<file path="config.mk">
export PLATFORM = sky130hd
export DESIGN_NAME = ifetch
export DESIGN_NICKNAME = d
export VERILOG_FILES = /design/src/rtl/ifetch.sv
export SDC_FILE = /design/constraint.sdc
export NUM_CORES = 1
export LEC_CHECK = 0
export BUFFER_PORTS_ARGS = -buffer_cell sky130_fd_sc_hd__buf_2
export CELL_PAD_IN_SITES_DETAIL_PLACEMENT = 1
export CELL_PAD_IN_SITES_GLOBAL_PLACEMENT = 2
export CORE_UTILIZATION = 31
export DETAILED_ROUTE_END_ITERATION = 16
export HOLD_SLACK_MARGIN = 0.12
export PLACE_DENSITY_LB_ADDON = 0.1
export SETUP_SLACK_MARGIN = 0.4
export SYNTH_ARGS = -nofsm -noshare
export SYNTH_HDL_FRONTEND = slang
export SYNTH_SLANG_ARGS = --single-unit
</file>
<file path="constraint.sdc">
create_clock -name clk -period 3.5 [get_ports clk]
set_clock_uncertainty 0.15 [all_clocks]
set_input_delay 0.525 -clock clk [delete_from_list [all_inputs] [get_ports clk]]
set_output_delay 0.525 -clock clk [all_outputs]
set_load 0.1 [all_outputs]
</file>
<file path="src/rtl/ifetch.sv">
// ============================================================================
// Module      : ifetch
// Description : Instruction-fetch sequencer (ren/ack handshake, halt, timeout
//               fault, retired-instruction counter). Optional misalignment
//               fault compiled in with IFETCH_ALIGN_CHK_EN.
// Revision    : 1.0
// ============================================================================
`default_nettype none

module ifetch #(
    parameter int          WAIT_MAX = 16,
    parameter logic [31:0] NOP_WORD = 32'h0000_0013
) (
    input  logic        clk,
    input  logic        nRST,
    input  logic [31:0] PCaddr,
    input  logic        halt,
    output logic        imem_ren,
    output logic [31:0] imem_addr,
    input  logic [31:0] imem_rdata,
    input  logic        imem_ack,
    output logic [31:0] instr,
    output logic        iready,
    output logic        halted,
    output logic        ifault,
    output logic [31:0] icount
);

    typedef enum logic [2:0] {
        S_IDLE  = 3'd0,
        S_REQ   = 3'd1,
        S_DONE  = 3'd2,
        S_HALT  = 3'd3,
        S_FAULT = 3'd4
    } state_t;

    localparam logic [31:0] c_wait_max = 32'(WAIT_MAX);

    state_t      r_state;
    state_t      w_next;
    logic [31:0] r_wait_cnt;
    logic        w_capture;
    logic        w_wait_inc;
    logic        w_misaligned;

`ifdef IFETCH_ALIGN_CHK_EN
    assign w_misaligned = (PCaddr[1:0] != 2'b00);
`else
    assign w_misaligned = 1'b0;
`endif

    always_ff @(posedge clk or negedge nRST) begin
        if (!nRST) begin
            r_state    <= S_IDLE;
            r_wait_cnt <= '0;
            instr      <= NOP_WORD;
            icount     <= '0;
        end else begin
            r_state <= w_next;
            // Counting on the capture edge makes icount already include the
            // instruction being presented while iready is high.
            if (w_capture) begin
                instr      <= imem_rdata;
                icount     <= icount + 32'd1;
                r_wait_cnt <= '0;
            end else if (w_wait_inc) begin
                r_wait_cnt <= r_wait_cnt + 32'd1;
            end
        end
    end

    always_comb begin
        w_next     = r_state;
        imem_ren   = 1'b0;
        w_capture  = 1'b0;
        w_wait_inc = 1'b0;
        unique case (r_state)
            S_IDLE: w_next = halt ? S_HALT : S_REQ;
            S_REQ: begin
                if (w_misaligned) begin
                    w_next = S_FAULT;
                end else begin
                    imem_ren = 1'b1;
                    if (imem_ack) begin
                        w_capture = 1'b1;
                        w_next    = S_DONE;
                    end else begin
                        w_wait_inc = 1'b1;
                        if ((c_wait_max != 32'd0) && (r_wait_cnt + 32'd1 == c_wait_max))
                            w_next = S_FAULT;
                    end
                end
            end
            S_DONE:  w_next = halt ? S_HALT : S_REQ;
            S_HALT:  w_next = S_HALT;
            S_FAULT: w_next = S_FAULT;
            default: w_next = S_IDLE;
        endcase
    end

    assign imem_addr = PCaddr;
    assign iready    = (r_state == S_DONE);
    assign halted    = (r_state == S_HALT);
    assign ifault    = (r_state == S_FAULT);

endmodule

`default_nettype wire

</file>
* After elaboration in Yosys (flattened, before gate mapping)
Cells that the tools add are included. Widths: inputs -> output; s select.
Operators by class: add/subtract/negate cells 2, multipliers 0, divide/modulo/power cells 0, $lt $le $gt $ge 0, eq/ne operators 6, shifts and indexed selects 0, muxes and demuxes 11, bitwise logic cells 0, reduce and logical (&&, ||, !) cells 3
Operators by type and width (count):
- $add 32x1->32 const B | 2
- $mux 32 | 2
- $eq 32x5->1 const B | 1
- $pmux 3 s4 | 1
- $eq 3x2->1 const B | 2
- $mux 3 | 2
- $mux 1 | 5
- $eq 3x1->1 const B | 1
- $eq 3x3->1 const B | 1
- $logic_not 3->1 | 1
- $ne 3x3->1 const B | 1
- $mux 2 | 1
- $reduce_bool 2->1 | 1
- $reduce_or 2->1 | 1
Word-level totals: flip-flop bits (word level) 99, bits in latches 0, RAM bits 0, ROM bits 0, bits of input ports 68, output and inout port bits 100, logic and storage cells 26, memories kept 0

* Depth between registers and ports, before layout
Gate-level depths: netlist of run 1.
depth in word-level cells 5, gate-level depth with buffers 10, depth with buffers taken out 8

* Worst setup path before layout of run 1
Ideal clock, no wire load.
path type reg-to-output, start point register r_state[0], end point output ifault, arrival time 2.680 ns, data required time 2.825 ns, setup slack 0.145 ns, stages on the path, launching flop included 2, cell sequence dfrtp_1 > nor3b_1
On the way: word-level cells in the longest chain between the ends 1
Ends and longest elaborated chain:
- start: declaration | line 39 | state_t r_state;
- start signal: assignment | line 59 | r_state <= w_next;
- $eq 3x3->1 | line 104 | assign ifault = (r_state == S_FAULT);
- end: declaration | line 25 | output logic ifault,
Every way passes these cells.

* Final worst setup path of run 1
start point register r_wait_cnt[9], end point register r_state[0]
On the way: word-level cells in the longest chain between the ends 3
Ends and longest elaborated chain:
- start: declaration | line 41 | logic [31:0] r_wait_cnt;
- start signal: assignment | line 67 | r_wait_cnt <= r_wait_cnt + 32'd1;
- $add 32x1->32 | line 89 | if ((c_wait_max != 32'd0) && (r_wait_cnt + 32'd1 == c_wait_max))
- $eq 32x5->1 | line 89
- $ne 3x3->1 (no source line)
Every way passes these cells. A chain may end at the register's enable or synchronous reset.

==> results of run 1 <==
[where the power goes]
| group | leakage, nW | internal [mW] | switching, mW | total (mW) |
|---|---|---|---|---|
| combinational | 1.76 | 0.261 | 0.932 | 1.19 |
| clock | 0.133 | 0.508 | 0.456 | 0.964 |
| sequential | 1.13 | 1.25 | 0.0675 | 1.32 |
| total | 3.03 | 2.02 | 1.46 | 3.47 |
[final cells by class]
| class | count | share of cell area |
|---|---|---|
| Clock buffer | 12 | 0.0388 |
| Clock inverter | 4 | 0.00531 |
| Inverter | 11 | 0.00649 |
| Multi-Input combinational cell | 379 | 0.405 |
| Sequential cell | 99 | 0.392 |
| Tap cell | 225 | 0.0443 |
| Timing Repair Buffer | 123 | 0.109 |
[timing repair]
action / in CTS / in global routing
setup buffers: 3 / 6
pin swaps: 2 / 1
gates resized for setup: 6 / 8
endpoints found under the setup margin: 2 / 1
[cells in the final DEF, fill, tap and decap left out, types with 4 or more instances in the layout]
cell       Yosys  layout
buf_2         11     102
dfrtp_1       96      89
nand2_1       59      59
nor2_1        40      38
mux2_2        34      34
nand4_1       28      28
o21ai_0       28      28
xnor2_1       23      23
nand3_1       20      19
nor3_1        20      19
buf_4         35      19
xor2_1        15      15
a21oi_1       15      15
mux2i_1       12      12
inv_1         10      10
clkbuf_16      0       9
nor4_1         9       7
dfrtp_2        0       7
and3_1         6       6
and4_1         4       4
and2_1         4       4
or4_1          4       4
o22ai_1        4       4
[per-stage QoR]
step	cells	setup slack [ps]	cell area (µm²)	hold slack, ps	utilization
detailed placement	828	214	5950	331	0.345
CTS	847	410	6300	144	0.365
finish	853	546	6360	121	0.369
global placement	828	335	5950	303	0.345
floorplan	559	574	5480	79.4	-
global route	853	387	6360	178	0.369
[metal layers]
layer / global-route usage / share of wire / vias to the layer above
met5: 0 / 0 / -
met3: 0.0319 / 0.053 / 23
met2: 0.258 / 0.46 / 105
met1: 0.223 / 0.47 / 2139
li1: - / - / 2077
met4: 0.0712 / 0.018 / 0
[how the worst min path moves through the flow]
| stage | from | depth (start not counted) | slack, ps | to |
|---|---|---|---|---|
| 2_1_floorplan | nRST | 0 | 80 | icount[0]$_DFFE_PN0P_ |
| 3_5_place_dp | icount[23]$_DFFE_PN0P_ | 1 | 330 | icount[23]$_DFFE_PN0P_ |
| 4_1_cts | nRST | 1 | 140 | icount[24]$_DFFE_PN0P_ |
| 6_report | nRST | 1 | 120 | instr[2]$_DFFE_PN0P_ |
| 3_3_place_gp | icount[31]$_DFFE_PN0P_ | 1 | 300 | icount[31]$_DFFE_PN0P_ |
| 5_1_grt | nRST | 1 | 180 | icount[21]$_DFFE_PN0P_ |
[sequential cells by signal, summed over array words and instances, names as in the netlist]
signal,cells
r_state,3
icount,32
instr,32
r_wait_cnt,32
[logic make-up after synthesis]
group / synth area share
AND/OR/NAND/NOR: 0.207
flip-flops: 0.454
buffers and inverters: 0.0857
AO/OA/AOI/OAI: 0.0930
multiplexers: 0.0921
XOR/XNOR: 0.0609
adder cells (fa/ha/maj): 0.00687
[synth_stat cells (3+ instances only)]
cell type	instances	area [µm²]
buf_4	35	263
a31oi_1	3	18.8
dfrtp_1	96	2400
and4_1	4	35.0
o22ai_1	4	25.0
nand3_1	20	100
buf_2	11	55.1
clkbuf_1	17	63.8
or4_1	4	30.0
a31o_2	3	26.3
nor3b_1	3	22.5
nand4_1	28	175
ha_1	3	37.5
or2_2	3	18.8
xor2_1	15	131
nor3_1	20	100
o31ai_1	3	22.5
xnor2_1	23	201
nor2_1	40	150
nand2_1	59	221
and3_1	6	37.5
clkbuf_2	3	15.0
mux2_2	34	383
nor4_1	9	56.3
mux2i_1	12	120
a21oi_1	15	75.1
inv_1	10	37.5
and2_1	4	25.0
dfstp_2	3	78.8
o21ai_0	28	140
[worst reg2reg max path, stage by stage, from the launching register on]
cell     delay, ps
dfrtp_1        520
nand3_2        240
nor4_2         390
nand4_1        240
mux2i_1        180
or4_1          530
o41ai_1        440
a31oi_1        140
==> results.md, run 1 <==
- Top_reg_cell synth: dfrtp_1
- Crit. path cell count: 7
- Post-Syn Area per Cell: 9.77 µm²
- Max Transition Viols Final: 0
- CTS clk-pin slew, worst paths: 70 ps
- First-pass GRT wire length: 23.3 mm
- I/O Buffers: 103
- Clk_lat worst skew: 350 ps
- Initial antenna violation count: 0
- Crit path time final: 2950 ps
- Total GRT Usage: 0.166
- Starting DRC count in detailed routing: 166
- Async set-reset flop share out of synthesis: 1.00
- Die Footprint: 18,200 µm²
- Cell family with most CP delay: simple AND/OR/NAND/NOR gates
- Bufs and invs on worst path: 0
- Post-DRT Antenna Nets: 0
- Endpoints failing setup: 0
- Post-Synthesis Cells: 559
- Max incr delay on CP: 530 ps
- Leakage: 3.03 nW
- CP Capture Type: flip-flop
- Cell Chain, Critical Path: nand3_2, nor4_2, nand4_1, mux2i_1, or4_1, o41ai_1, a31oi_1
- Worst relative slew slack: 0.459
- Worst reg2reg endpoint: r_state[0]$_DFFE_PN0P_
- Final Cycle Share: 0.844
- Final Hold Vio Count: 0
- WL per Instance: 16.9 µm
- Area of the multi-input gates: 2570 µm²
- Root buffer selected by CTS: clkbuf_16
- I/O pin count: 168
- Chip Height: 135 µm
- Max H-tree Level: 3
- Overall power: 3.47 mW
- Number of buffers added to fix hold violations after cts: 0
- Vias in the first global route: 4,339
- Worst Setup EP: r_state[0]$_DFFE_PN0P_
- Share of cells above drive strength 1: 0.333
- Vias per cell: 5.09
- CP Data Required Time: 3570 ps
- Fillers: 1,978
- Final RePlAce weighted congestion: 0.747
- Post-synth EDFFs: 0
- Drt total wl: 14.5 mm
- RR Startpoint: r_wait_cnt[9]$_DFFE_PN0P_
- Horiz. Die Dim: 135 µm
- Layout net count: 694
- Worst EP arrival: 3030 ps
- Largest net degree at the start of global routing: 59
- Status: finished clean
- Hold Path Class: primary input to asynchronous set/reset pin
- ANT cells: 0
- # rows: 48
- Yosys Warn Count: 0
- Synth cell types: 63
- DR DRC count: 0
- Yosys reg bits: 99
- CP max stage cell: or4_1
- Crit path launch type: flip-flop
- Fmax: 338 MHz
- R2r setup slk: 550 ps
- Clock Path Buffers: 2
- Max Cap Violations: 0
- RSZ-0062 raised after global routing: false
- Actual slew at the worst max-slew pin: 811 ps
- Number of CTS-inserted buffers: 9
- Setup total negative slack: 0 ps
- Post-DP HPWL: 10.2 mm
- PD cells: 546 nW/µm²
- CTS tree: yes
- Seq/Total Area, Yosys: 0.454
- DRT Pass-1 Iters: 4
- Detailed-route via count: 4,344
- CTS Sinks: 99
- Core area: 17,200 µm²
- GRT overflow: 0
- Worst-path fanout max: 10
- Area Growth Syn to Fin: 16.4%
- Critical path class: flip-flop to flip-flop
- Mapped Area: 5460 µm²
- Register area: 2490 µm²
- Syn_nets: 630
- Crit path launch: r_wait_cnt[9]$_DFFE_PN0P_
- Max IR drop VDD: 0.000274 V
- R2R cell count: 7
- Initial core utilization: 0.317
Note: power is estimated with default switching activity, not from simulation.
==> run 2, diff against run 1 <==
Settings changed: ABC_AREA set to 1, CORE_UTILIZATION 31 to 26.
Clock period 3.5 ns to 2.7 ns, I/O delays scaled along.
==> results.md, run 2 <==
- Status: finished clean
- Max Transition Viols Final: 0 (unchanged)
- Clk_lat worst skew: 360 ps (about the same)
- Area Growth Syn to Fin: 28.1%
- Yosys top cell by area: dfrtp_1
- I/O pin count: 168 (unchanged)
- Area share of the largest cell type after synthesis: 0.444 (+0.00396)
- Max IR drop VDD: 0.000759 V (+180%)
- Leakage: 3.36 nW (+11%)
- Placed Area: 6100 µm² (+2.5%)
- Adder-cell share of the synthesized area: 0.00693 (+0.0000619)
- Layout net count: 901 (+30%)
- Compound-Gate Fraction of Synth Area: 0.0409 (-0.0521)
- GRT overflow: 0 (unchanged)
- Max Cap Violations: 0 (unchanged)
- Async set-reset flop share out of synthesis: 1.00 (unchanged)
- ANT cells: 0 (unchanged)
- Setup WS pre-CTS: 308 ps (+93.4 ps)
- Fillers: 2,484 (+26%)
- Chip Height: 146 µm (+8.6%)
- Yosys Warn Count: 0 (unchanged)
- Drt total wl: 17.6 mm (+22%)
- Post-Syn Area per Cell: 7.60 µm² (-22%)
- Post-synthesis simple-gate area fraction: 0.334 (+0.127)
- # rows: 52 (+8.3%)
- Largest net degree at the start of global routing: 44 (-25%)
- Clock Path Buffers: 2 (unchanged)
- Post-DRT Antenna Nets: 0 (unchanged)
- Commonest non-fill, non-tap cell in the layout: nand2_1
- Seq/Total Area, Yosys: 0.458 (+0.00409)
- Synth cell types: 30 (-52%)
- Worst EP arrival: 1650 ps (-1380 ps)
- Overall power: 7.16 mW (+110%)
- Largest family of logic cells by synthesized area: simple AND/OR/NAND/NOR gates
- CTS Sinks: 99 (unchanged)
- WL per Instance: 15.9 µm (-6.2%)
- Vias in the first global route: 5,478 (+26%)
- Worst-path fanout max: 27 (+17)
- Actual slew at the worst max-slew pin: 610 ps (-202 ps)
- Die Footprint: 21,400 µm² (+18%)
- Final std cell area, no fill: 6930 µm² (+9.0%)
- Starting DRC count in detailed routing: 165 (-0.60%)
- Hold Path Class: primary input to flip-flop
- RSZ-0062 raised after global routing: true
- Detailed-route via count: 4,962 (+14%)
- Yosys reg bits: 99 (unchanged)
- Top flop regs: icount: 32 flops, instr: 32 flops, r_wait_cnt: 32 flops
- Vias per cell: 4.49 (-12%)
- Max H-tree Level: 3 (unchanged)
- Xor/xnor share of the synthesized area: 0.0631 (+0.00217)
- Total GRT Usage: 0.173 (+0.00760)
- Worst relative slew slack: 0.594 (+0.134)
- Most frequent cell after synthesis: nand2_1
- PD cells: 1030 nW/µm² (+89%)
- Post-DP HPWL: 13.0 mm (+28%)
- Final worst slack: 497 ps (-49.1 ps)
- Mapped Area: 5410 µm² (-0.89%)
- Number of CTS-inserted buffers: 9 (unchanged)
- Horiz. Die Dim: 146 µm (+8.6%)
- Root buffer selected by CTS: clkbuf_16
- Final RePlAce weighted congestion: 0.791 (+5.9%)
- Syn_nets: 783 (+24%)
- Final Cycle Share: 0.816
- Leading cell types by count after synthesis: nand2_1, dfrtp_1, nor2_1
- Post-Layout Cell Count: 1,105 (+30%)
- First-pass GRT wire length: 28.9 mm (+24%)
- CP Data Required Time: 2140 ps (-1430 ps)
- Post-Synthesis Cells: 712 (+27%)
- CTS tree: yes
- DRT Pass-1 Iters: 4 (unchanged)
- Setup total negative slack: 0 ps (unchanged)
- Initial antenna violation count: 0 (unchanged)
- Initial core utilization: 0.267 (-0.0502)
- Post-synthesis mux area share: 0 (-0.0921)
- CP Capture Type: primary output
- Most frequent cells in the layout: nand2_1, buf_2, dfrtp_1
- Core area: 20,300 µm² (+18%)
- Crit path launch type: flip-flop
- Fmax: 454 MHz
- I/O Buffers: 103 (unchanged)
- Final Hold Vio Count: 0 (unchanged)
- CTS clk-pin slew, worst paths: 80 ps (about the same)
- Critical path class: flip-flop to primary output
- Endpoints failing setup: 0 (unchanged)
- Post-synth EDFFs: 0 (unchanged)
- Share of cells above drive strength 1: 0.222 (-0.111)
- Placed cells: 1,050 (+27%)
- Synth top area cells: dfrtp_1, nand2_1, nor2_1, xor2_1, buf_4
- Top_reg_cell synth: dfrtp_1
- DR DRC count: 0 (unchanged)
- Crit path time final: 2200 ps
[run 2: cell types whose count changed in the layout (fill, tap and decap cells not counted), sizes merged, moves of 12 or more]
cell         delta
mux2i          -12
nor2           +42
mux2           -34
xnor2          -13
dlygate4sd3    +33
xor2           +14
nand4          -19
a21oi          -14
inv            +54
nand2         +219
[run 2: worst paths after layout]
| path | from | cells after the start | slack (ps) | end |
|---|---|---|---|---|
| setup / recovery | r_state[0]$_DFFE_PN0P_ | 4 | 500 | imem_ren |
| hold / removal | halt | 3 | 130 | r_state[1]$_DFFE_PN0P_ |
| setup reg to reg | r_state[0]$_DFFE_PN0P_ | 10 | 540 | icount[26]$_DFFE_PN0P_ |
| hold reg to reg | instr[0]$_DFFE_PN1P_ | 2 | 320 | instr[0]$_DFFE_PN1P_ |
| max in group asynchronous | nRST | 3 | 1210 | icount[5]$_DFFE_PN0P_ |
| min in group asynchronous | nRST | 2 | 440 | r_wait_cnt[26]$_DFFE_PN0P_ |
[run 2: kinds of logic after synthesis]
family,count (synthesis)
fa+ha+maj,3
buf+inv,107
flops,99
compound gates,39
simple gates,425
xor+xnor,39
[run 2: layout make-up]
type                            count  area (µm²)  area share
Inverter                           63         236      0.0341
Clock inverter                      7         121      0.0175
Tap cell                          270         338      0.0487
Timing Repair Buffer              151        1000       0.144
Clock buffer                        9         225      0.0325
Sequential cell                    99        2500       0.360
Multi-Input combinational cell    506        2520       0.363
[run 2: repair_timing]
action / in CTS / in global routing
hold buffers: 33 / 0
endpoints found under the hold margin: 68 / 0
pin swaps: 0 / 4
setup endpoints to repair: 6 / 8
buffers inserted: 0 / 6
resized for setup: 8 / 21
[run 2: report_power, final]
part,switching [mW],internal [mW]
Combinational,2.93,0.605
Clock,0.675,0.842
Sequential,0.273,1.83
[run 2: worst max-delay path, cell delays in order (launching register included)]
cell and delay (ps):
dfrtp_2 410, inv_2 70, nor3_4 280, buf_6 310, buf_12 210
[run 2: through the flow]
| step | util | hold WS [ps] |
|---|---|---|
| 5_1_grt | 0.342 | 137 |
| 3_5_place_dp | 0.301 | 310 |
| 2_1_floorplan | - | -40.6 |
| 6_report | 0.342 | 134 |
| 3_3_place_gp | 0.301 | 305 |
| 4_1_cts | 0.336 | 126 |
[run 2: metal layers]
metal,share of wire,GRT usage
met5,0,0
met4,0.017,0.0693
met3,0.037,0.0297
met2,0.50,0.297
met1,0.45,0.215
